===== config.mk =====
export PLATFORM = sky130hd
export DESIGN_NAME = fib_seq_gen
export DESIGN_NICKNAME = d
export VERILOG_FILES = /design/src/rtl/fib_pkg.sv /design/src/rtl/fib_step.sv /design/src/rtl/fib_seq_gen.sv
export SDC_FILE = /design/constraint.sdc
export NUM_CORES = 1
export LEC_CHECK = 0
export ABC_AREA = 1
export CAP_MARGIN = 10
export CORE_MARGIN = 5
export CORE_UTILIZATION = 56
export CTS_BUF_LIST = sky130_fd_sc_hd__clkbuf_4
export CTS_CLUSTER_DIAMETER = 60
export CTS_CLUSTER_SIZE = 40
export DETAILED_ROUTE_END_ITERATION = 16
export PLACE_DENSITY = 0.86
export SLEW_MARGIN = 30
export SYNTH_ARGS = -nofsm -noshare
export SYNTH_HDL_FRONTEND = slang
export SYNTH_SLANG_ARGS = --single-unit

===== constraint.sdc =====
create_clock -name clk -period 3.1 [get_ports clk]
set_input_delay 0.62 -clock clk [delete_from_list [all_inputs] [get_ports clk]]
set_output_delay 0.62 -clock clk [all_outputs]
set_load 0.03 [all_outputs]

===== src/rtl/fib_pkg.sv =====
// Shared definitions for the Fibonacci sequence generator and its users.
package fib_pkg;

  localparam logic [1:0] S_IDLE = 2'd0;
  localparam logic [1:0] S_RUN  = 2'd1;
  localparam logic [1:0] S_DONE = 2'd2;

  localparam int FIB_W = 4;

  // Number of Fibonacci terms (starting at 0) that fit in w bits.
  function automatic int fib_term_count(input int w);
    int a;
    int b;
    int t;
    int n;
    a = 0;
    b = 1;
    n = 0;
    for (int i = 0; i < 64; i++) begin
      if (a < (1 << w)) begin
        n++;
        t = a + b;
        a = b;
        b = t;
      end
    end
    return n;
  endfunction

endpackage


===== src/rtl/fib_step.sv =====
// One Fibonacci step: sum of the current and next term, with carry-out
// flagging a sum that no longer fits in WIDTH bits.
module fib_step
  import fib_pkg::*;
#(
  parameter int WIDTH = FIB_W
) (
  input  logic [WIDTH-1:0] a,
  input  logic [WIDTH-1:0] b,
  output logic [WIDTH-1:0] s,
  output logic             ovf
);

  // Widen by one bit so the carry lands in ovf.
  always_comb begin
    {ovf, s} = {1'b0, a} + {1'b0, b};
  end

endmodule


===== src/rtl/fib_seq_gen.sv =====
// Streams Fibonacci terms over a valid/ready handshake, either stopping
// after the largest term that fits in WIDTH bits or wrapping back to 0.
module fib_seq_gen
  import fib_pkg::*;
#(
  parameter int WIDTH = FIB_W,
  parameter int IDX_W = 5
) (
  input  logic             clk,
  input  logic             rst,
  input  logic             start,
  input  logic             mode_wrap,
  input  logic             stop,
  input  logic             out_ready,
  output logic             out_valid,
  output logic [WIDTH-1:0] out_data,
  output logic [IDX_W-1:0] out_idx,
  output logic             out_last,
  output logic             busy,
  output logic             done
);

  logic [1:0]       state_reg;
  logic [WIDTH-1:0] a_reg;
  logic [WIDTH-1:0] b_reg;
  logic             b_ovf_reg;
  logic [IDX_W-1:0] idx_reg;
  logic             wrap_reg;

  logic [WIDTH-1:0] sum;
  logic             sum_ovf;
  logic             xfer;

  fib_step #(.WIDTH(WIDTH)) u_step (
    .a   (a_reg),
    .b   (b_reg),
    .s   (sum),
    .ovf (sum_ovf)
  );

  // A term is handed over only while RUN presents it; out_ready never
  // feeds back into the output side combinationally.
  assign xfer = (state_reg == S_RUN) && out_ready;

  // Sequencer: load on start, advance/wrap/finish on transfer, abort on stop.
  always_ff @(posedge clk) begin
    if (rst) begin
      state_reg <= S_IDLE;
      a_reg     <= '0;
      b_reg     <= WIDTH'(1);
      b_ovf_reg <= 1'b0;
      idx_reg   <= '0;
      wrap_reg  <= 1'b0;
    end else begin
      case (state_reg)
        S_IDLE: begin
          if (start) begin
            a_reg     <= '0;
            b_reg     <= WIDTH'(1);
            b_ovf_reg <= 1'b0;
            idx_reg   <= '0;
            wrap_reg  <= mode_wrap;
            state_reg <= S_RUN;
          end
        end
        S_RUN: begin
          if (xfer) begin
            if (!b_ovf_reg) begin
              a_reg     <= b_reg;
              b_reg     <= sum;
              b_ovf_reg <= sum_ovf;
              idx_reg   <= idx_reg + IDX_W'(1);
            end else if (wrap_reg) begin
              a_reg     <= '0;
              b_reg     <= WIDTH'(1);
              b_ovf_reg <= 1'b0;
              idx_reg   <= '0;
            end else begin
              state_reg <= S_DONE;
            end
          end
          // Abort wins over DONE: a stopped sequence never reports done.
          if (stop) begin
            state_reg <= S_IDLE;
          end
        end
        S_DONE: begin
          state_reg <= S_IDLE;
        end
        default: begin
          state_reg <= S_IDLE;
        end
      endcase
    end
  end

  // Outputs come straight from state/datapath registers.
  always_comb begin
    out_valid = (state_reg == S_RUN);
    busy      = (state_reg == S_RUN);
    done      = (state_reg == S_DONE);
    out_data  = a_reg;
    out_idx   = idx_reg;
    out_last  = b_ovf_reg;
  end

endmodule


# After elaboration in Yosys (flattened, before gate mapping)
# Cells that the tools add are included.
[totals] register_bits=17 out_inout_bits=13 wordCells=49
[op_classes] add_sub_neg=2 eq_ne=8 n_mux=26 reduce_logical=7
[op_table] cell="two-way mux 4 bit" n=8
[op_table] cell="two-way mux 5 bit" n=4
[op_table] cell="case mux 4 bit (2 select lines)" n=2
[op_table] cell="two-way mux 2 bit" n=5
[op_table] cell="case mux 5 bit (2 select lines)" n=1
[op_table] cell="inequality test 3 x 2 -> 1 bit, second input constant" n=3
[op_table] cell="AND reduction 4 bit" n=2
[op_table] cell="adder 4 x 4 -> 5 bit" n=1
[op_table] cell="adder 5 x 1 -> 5 bit, second input constant" n=1
[op_table] cell="two-way mux 1 bit" n=4
[op_table] cell="case mux 2 bit (2 select lines)" n=1
[op_table] cell="inequality test 3 bit, second input constant" n=1
[op_table] cell="AND reduction 3 bit" n=1
[op_table] cell="equality test 2 x 1 -> 1 bit, second input constant" n=1
[op_table] cell="equality test 2 bit, second input constant" n=1
[op_table] cell="logical NOT 2 bit" n=1
[op_table] cell="inequality test 2 x 1 -> 1 bit, second input constant" n=1
[op_table] cell="inequality test 2 bit, second input constant" n=1
[op_table] cell="case mux 1 bit (2 select lines)" n=1
[op_table] cell="AND reduction 2 bit" n=1
[op_table] cell="nonzero test 2 bit" n=1
[op_table] cell="logical AND 1 bit" n=1

# Longest topological paths before layout
# Gate-level depths: netlist of run 1.
[depth] ltp_word=5 mapped_depth=10 mapped_depth_nobuf=10

# Hierarchy
# From an unflattened synthesis of run 1, not the netlist that was laid out.
[unflattened] hier_cells=154 area_unflattened_um2=1019.7
[modules_own_cells] mod="fib_seq_gen" n_inst=1 cells_per_inst=129 area_each_um2=862.1
[modules_own_cells] mod="fib_step" n_inst=1 cells_per_inst=25 area_each_um2=157.7

# Worst setup path before layout of run 1
# No wires, ideal clock.
[synth_path] path_type="flip-flop to flip-flop" startpoint="register a_reg[0], in the netlist out_data[0]" endpoint="register b_reg[1]" setup_ns=0.070 arrival_time_ns=1.566 slack_ns=1.464 path_stages_with_launch=6 period_less_slack_ns=1.636 cell_sequence="dfxtp_1 ha_1 inv_1 fa_1 or2_2 a21oi_1"
[synth_between] elab_chain_len=4
[synth_lines] element="from (decl)" line_no="fib_seq_gen.sv:24" source="logic [WIDTH-1:0] a_reg;"
[synth_lines] element="from (signal assigned)" line_no="fib_seq_gen.sv:69" source="a_reg <= b_reg;"
[synth_lines] element="adder 4 x 4 -> 5 bit" line_no="fib_step.sv:16" source="{ovf, s} = {1'b0, a} + {1'b0, b};"
[synth_lines] element="two-way mux 4 bit" line_no="fib_seq_gen.sv:68" source="if (!b_ovf_reg) begin"
[synth_lines] element="two-way mux 4 bit" line_no="fib_seq_gen.sv:67" source="if (xfer) begin"
[synth_lines] element="case mux 4 bit (2 select lines)" line_no="fib_seq_gen.sv:55" source="case (state_reg)"
[synth_lines] element="to (signal assigned)" line_no="fib_seq_gen.sv:70" source="b_reg <= sum;"
[synth_lines] element="to (decl)" line_no="fib_seq_gen.sv:25" source="logic [WIDTH-1:0] b_reg;"
# Every way passes these cells. The select of a mux whose other input is x is not followed.
# A chain may end at the register's enable or synchronous reset.

# Worst setup path in the final report of run 1
[layout_path] startpoint="register state_reg[1]" endpoint="output busy"
[layout_between] elab_chain_len=1
[layout_lines] element="from (decl)" line_no="fib_seq_gen.sv:23" source="logic [1:0] state_reg;"
[layout_lines] element="from (signal assigned)" line_no="fib_seq_gen.sv:48" source="state_reg <= S_IDLE;"
[layout_lines] element="from (signal assigned)" line_no="fib_seq_gen.sv:63" source="state_reg <= S_RUN;"
[layout_lines] element="from (signal assigned)" line_no="fib_seq_gen.sv:79" source="state_reg <= S_DONE;"
[layout_lines] element="equality test 2 x 1 -> 1 bit" line_no="fib_seq_gen.sv:100" source="busy = (state_reg == S_RUN);"
[layout_lines] element="to (decl)" line_no="fib_seq_gen.sv:19" source="output logic busy,"
# Every way passes these cells.

==> results of run 1 <==
-- final cells by class --
type                            instances  area, um^2
Timing Repair Buffer                   18       180.2
Multi-Input combinational cell         89       478.0
Fill cell                             121       405.4
Clock buffer                            3       22.52
Sequential cell                        17       340.3
Inverter                               19       72.57
Tap cell                               16       20.02
Clock inverter                          1       5.005
-- cell usage after synthesis --
cell,count,area share (%)
clkbuf_1,1,0.41
ha_1,5,6.8
a21oi_1,12,6.6
o211ai_1,1,0.82
or2_2,1,0.69
nor2_1,14,5.8
o21ai_1,1,0.55
nand4_1,3,2.1
buf_4,1,0.82
inv_1,18,7.4
nand2_1,29,12
nand2_4,2,2.5
xnor2_1,1,0.96
nand2_2,3,2.1
buf_6,1,1.2
o21bai_1,1,0.82
clkinv_2,1,0.55
dfxtp_1,17,37
nor3_1,1,0.55
nor4_1,1,0.69
nand3_1,10,5.5
nand3b_1,1,0.82
o21ai_0,2,1.1
fa_1,1,2.2
-- per-layer routing --
layer | track usage, % | vias to the layer above
met5 | 0 | -
met4 | 6.383 | 0
met3 | 3.846 | 2
met2 | 26.99 | 24
met1 | 22.91 | 375
li1 | - | 450
-- kinds of logic after synthesis --
logic type      count (synthesis)  synth area share [%]
buf+inv                        22                 10.41
compound gates                 17                 9.863
xor+xnor                        1                0.9591
flops                          17                 37.26
simple gates                   65                 32.47
fa+ha+maj                       6                 9.041
-- final timing paths --
path	start	endpoint	slack [ns]
min	wrap_reg$_SDFFE_PP0P_	wrap_reg$_SDFFE_PP0P_	0.48
min reg2reg	wrap_reg$_SDFFE_PP0P_	wrap_reg$_SDFFE_PP0P_	0.48
max	state_reg[1]$_SDFFE_PP0P_	busy	0.89
max reg2reg	out_data[0]$_SDFFE_PP0P_	out_last$_SDFFE_PP0P_	1.54
-- power groups by stage --
stage / Sequential (mW) / Clock [mW] / Combinational (mW)
floorplan: 0.240 / 0 / 0.0472
global placement: 0.236 / 0 / 0.0703
detailed placement: 0.237 / 0 / 0.0729
CTS: 0.232 / 0.123 / 0.0730
global route: 0.233 / 0.131 / 0.0815
finish: 0.232 / 0.121 / 0.0732
-- critical path, stage by stage, from the launching register on --
cell and delay [ns]:
dfxtp_1 0.33, inv_1 0.12, nand2_2 0.12, clkinv_2 0.08
clkdlybuf4s50_1 0.66
-- stage by stage --
| stage | area (um^2) | hold WS, ns | setup slack, ns | power [mW] | utilization (%) |
|---|---|---|---|---|---|
| finish | 1119 | 0.4765 | 0.8928 | 0.4262 | 73.40 |
| global route | 1119 | 0.5197 | 0.8106 | 0.4461 | 73.40 |
| CTS | 1119 | 0.4831 | 0.8843 | 0.4280 | 73.40 |
| detailed placement | 1091 | 0.4677 | 1.150 | 0.3096 | 71.59 |
| global placement | 1091 | 0.4585 | 1.215 | 0.3067 | 71.59 |
| floorplan | 913.4 | 0.4406 | 1.464 | 0.2876 | - |
==> flow_metrics.py, run 1 <==
metrics = {
    "status": {
        "status": "completed",
    },
    "worst_setup_path": {
        "crit_path_max_fanout": 5,
        "worst_ep_required_time_ns": 2.48,
        "crit_path_start_kind": "flop",
        "path_class": "flop to output port",
        "worstPathArrival_ns": 1.59,
        "end_kind": "output port",
        "ff2ff_path_depth": 10,
    },
    "drt": {
        "vias_per_cell": 5.221,
        "dr.pass1.iters": 4,
        "route.met3.wl_um": 98,
        "wl_met2_um": 944,
        "drtIter0Drc": 13,
        "wl_um": 1949,
        "top_layer": "met4",
        "vias": 851,
        "drc": 0,
        "wl_per_cell_um": 11.96,
        "drtAntennaViolNets": 0,
        "wl_met1_um": 893,
    },
    "power_and_ir_drop": {
        "switching_share_pct": 29.41,
        "p_comb_share_pct": 17.2,
        "seqPwrFrac_pct": 54.4,
        "leakage_nw": 0.4698,
        "power.switching_mw": 0.1253,
        "p_per_area_mw_per_mm2": 381.1,
        "ir_drop_mv": 0.2988,
        "pwr-share-clk_pct": 28.4,
        "p_int_mw": 0.3009,
    },
    "worst_hold_path": {
        "min_path_type": "flop to flop",
        "whs_path_depth": 2,
    },
    "clock_tree": {
        "htreeDepth": 1,
        "holdBufCountCts": 0,
        "clk_latency_ns": 0.29,
        "cts.sinks": 17,
        "cts_buffer_depth": 2,
        "cts_buffers": 3,
        "post-cts-setup-buffer-count": 0,
        "cts_root_buffer": "clkbuf_4",
        "post_cts_resized": 0,
        "clk_pin_slew_worst_paths_ns": 0.10,
        "cts_tree": "built",
    },
    "die": {
        "coreArea_mm2": 0.001524,
        "start_util_pct": 59.93,
        "io_pins": 19,
        "die-area_mm2": 0.002539,
        "placementRows": 14,
        "die_w_um": 50.39,
        "fp.dieH_um": 50.39,
    },
    "finish": {
        "mostFrequentLayoutCells": "nand2_1, inv_1, clkdlybuf4s50_1, dfxtp_1, nor2_1",
        "final_cells": 163,
        "diodes": 0,
        "largest_reg_flops": 5,
        "final_nets": 160,
        "drive_gt1_share_pct": 7.483,
        "areaGrowthSynthToFinish_pct": 22.47,
        "final_common_cell": "nand2_1",
    },
    "yosys": {
        "syn-cell-area_um2": 913.4,
        "yosysWarnings": 0,
        "syn-num-nets": 140,
        "yosysSeqAreaShare_pct": 37.26,
        "synthCells": 128,
        "avgSynthCellArea_um2": 7.136,
        "synth.distinct_cells": 24,
        "ys_ff_latch": 17,
    },
    "place": {
        "portBuffers": 18,
        "placed_cells": 159,
        "place_hpwl_um": 1506,
        "place.gp.congestion": 0.8032,
    },
    "sta": {
        "finalSetupTns_ns": 0,
        "rsz0062_at_grt": "false",
        "setup_violations": 0,
        "final_max_slew_viol_count": 0,
        "fin_crit_ns": 2.207,
        "max_clock_freq_ghz": 0.4531,
        "maxSlewHeadroom_pct": 71.23,
        "min_period_over_period_pct": 71.20,
        "worstMarginPinSlew_ns": 0.4302,
        "finalHoldViolations": 0,
        "fin_skew_ns": 0.004895,
    },
    "global_routing": {
        "antenna_found_initial": 0,
        "first_global_vias": 737,
        "track_usage_pct": 17.16,
        "grt_start_max_net_pins": 15,
        "grt_first_pass_wirelength_um": 3429,
        "grt-ovfl-total": 0,
    },
    "job": {
        "cap_violations": 0,
    },
}
(Power assumes the default switching activity.)
==> inputs of run 2 (changes only) <==
--- a/config.mk
+++ b/config.mk
@@ -8,12 +8,12 @@
 export ABC_AREA = 1
 export CAP_MARGIN = 10
 export CORE_MARGIN = 5
-export CORE_UTILIZATION = 56
+export CORE_UTILIZATION = 52
 export CTS_BUF_LIST = sky130_fd_sc_hd__clkbuf_4
 export CTS_CLUSTER_DIAMETER = 60
 export CTS_CLUSTER_SIZE = 40
 export DETAILED_ROUTE_END_ITERATION = 16
-export PLACE_DENSITY = 0.86
+export PLACE_DENSITY = 0.81
 export SLEW_MARGIN = 30
 export SYNTH_ARGS = -nofsm -noshare
 export SYNTH_HDL_FRONTEND = slang
==> constraint.sdc (replaced) <==
create_clock -name clk -period 2.1 [get_ports clk]
set_input_delay 0.42 -clock clk [delete_from_list [all_inputs] [get_ports clk]]
set_output_delay 0.42 -clock clk [all_outputs]
set_load 0.03 [all_outputs]
==> run 2 against run 1 <==
Compared with the run above:
- first-iteration DRC count decreased by 31%
- register-to-register slack lost 0.98 ns
- combinational power rose by 49%
- sequential power is 47% higher
- via count is 2.1% higher
- critical path type unchanged
- highest routed layer unchanged
==> flow_metrics.py, run 2 (synthesized netlist as in run 1, its figures left out) <==
metrics = {
    "drt": {
        "wl_um": 1879,
        "dr.pass1.iters": 4,
        "vias_per_cell": 5.267,
        "drtIter0Drc": 9,
        "drc": 0,
        "vias": 869,
        "drtAntennaViolNets": 0,
        "wl_per_cell_um": 11.39,
    },
    "global_routing": {
        "grt_first_pass_wirelength_um": 3187,
        "track_usage_pct": 15.53,
        "grt_start_max_net_pins": 15,
        "grt-ovfl-total": 0,
        "antenna_found_initial": 0,
        "first_global_vias": 789,
    },
    "sta": {
        "finalHoldViolations": 0,
        "worstMarginPinSlew_ns": 0.3132,
        "maxSlewHeadroom_pct": 79.06,
        "setup_violations": 0,
        "max_clock_freq_ghz": 0.5036,
        "finalSetupTns_ns": 0,
        "final_max_slew_viol_count": 0,
        "fin_crit_ns": 1.986,
        "fin_skew_ns": 0.003419,
        "min_period_over_period_pct": 94.57,
        "rsz0062_at_grt": "false",
    },
    "worst_setup_path": {
        "rrSetupSlack_ns": 0.56,
        "cp_slowest_cell": "clkdlybuf4s50_1",
        "worst_ep_required_time_ns": 1.68,
        "crit_family": "buffers and inverters",
        "crit_path_start_kind": "flop",
        "ff2ff_path_depth": 5,
        "worstPathArrival_ns": 1.57,
        "path_class": "flop to output port",
        "crit_path_max_fanout": 5,
        "cp_cell_sequence": "inv_1, nand2_2, clkinv_2, clkdlybuf4s50_1",
        "r2r-start": "out_data[0]$_SDFFE_PP0P_",
        "regToRegEndpoint": "b_reg[1]$_SDFFE_PP0P_",
        "end_kind": "output port",
        "critPathBufInv": 3,
        "critical_path.max_stage_delay_ns": 0.66,
    },
    "die": {
        "io_pins": 19,
        "placementRows": 15,
        "fp.dieH_um": 51.91,
        "die-area_mm2": 0.002695,
        "start_util_pct": 54.07,
        "die_w_um": 51.91,
        "coreArea_mm2": 0.001689,
    },
    "place": {
        "place_hpwl_um": 1510,
        "portBuffers": 18,
        "placed_cells": 161,
        "place.gp.congestion": 0.8143,
    },
    "worst_hold_path": {
        "hold_end": "wrap_reg$_SDFFE_PP0P_",
        "hp-start": "wrap_reg$_SDFFE_PP0P_",
        "whs_path_depth": 2,
        "min_path_type": "flop to flop",
    },
    "finish": {
        "mostFrequentLayoutCells": "nand2_1, inv_1, clkdlybuf4s50_1, dfxtp_1, nor2_1",
        "final_cells": 165,
        "drive_gt1_share_pct": 8.108,
        "diodes": 0,
        "final_common_cell": "nand2_1",
        "multiInputGateArea_um2": 478.0,
        "regArea_um2": 340.3,
        "final_nets": 161,
        "areaGrowthSynthToFinish_pct": 23.70,
        "n_fill_cell": 155,
        "largest_reg_flops": 5,
    },
    "job": {
        "cap_violations": 0,
    },
    "clock_tree": {
        "post-cts-setup-buffer-count": 0,
        "post_cts_resized": 0,
        "htreeDepth": 1,
        "clk_latency_ns": 0.28,
        "cts.sinks": 17,
        "clk_pin_slew_worst_paths_ns": 0.09,
        "cts_buffers": 3,
        "cts_root_buffer": "clkbuf_4",
        "cts_buffer_depth": 2,
        "holdBufCountCts": 0,
        "cts_tree": "built",
    },
    "power_and_ir_drop": {
        "leakage_nw": 0.4753,
        "ir_drop_mv": 0.5461,
        "p_per_area_mw_per_mm2": 558.6,
    },
    "status": {
        "status": "completed",
    },
}
==> run 2: per-layer routing <==
| layer | up-vias | routed length, um | GRT usage [%] |
|---|---|---|---|
| met2 | 24 | 952 | 28.66 |
| met1 | 389 | 809 | 18.12 |
| met5 | - | 0 | 0 |
| li1 | 454 | - | - |
| met3 | 2 | 107 | 4.585 |
| met4 | 0 | 9 | 1.310 |
==> run 2: report_power, final <==
group | internal [mW] | switching, mW | leakage (nW)
Sequential | 0.332 | 0.00941 | 0.138
Clock | 0.0866 | 0.0934 | 0.0184
Combinational | 0.0423 | 0.0670 | 0.319
==> run 2: metrics by stage <==
step           instance area (um^2)  hold WS (ns)  power, mW  setup slack, ns  util (%)
5_1_grt                        1130        0.5017     0.6688          0.02117     66.89
6_report                       1130        0.4745     0.6311           0.1141     66.89
2_1_floorplan                 913.4        0.4406     0.4245           0.4640         -
3_3_place_gp                   1100        0.4532     0.4548           0.4150     65.11
3_5_place_dp                   1100        0.4597     0.4588           0.3637     65.11
4_1_cts                        1130        0.4746     0.6386          0.09648     66.89
==> run 2: final cells by class <==
cell class	instances	area share (%)
Timing Repair Buffer	19	16.61
Tap cell	17	1.883
Multi-Input combinational cell	89	42.30
Sequential cell	17	30.12
Clock buffer	4	2.658
Inverter	19	6.423
==> run 2: tightest hold or removal path, cell delays in order, from the launching register on <==
cell and delay (ns):
dfxtp_1 0.32, nand2_1 0.06, a21oi_1 0.05
==> run 2: how the worst max path moves through the flow <==
stage	startpoint	end	slack (ns)	depth (start not counted)
CTS	state_reg[1]$_SDFFE_PP0P_	out_valid	0.1	4
floorplan	out_data[0]$_SDFFE_PP0P_	b_reg[1]$_SDFFE_PP0P_	0.46	5
detailed placement	out_ready	out_last$_SDFFE_PP0P_	0.36	6
finish	state_reg[1]$_SDFFE_PP0P_	out_valid	0.11	4
global route	state_reg[0]$_SDFFE_PP0P_	out_valid	0.02	3
global placement	out_ready	out_last$_SDFFE_PP0P_	0.42	6
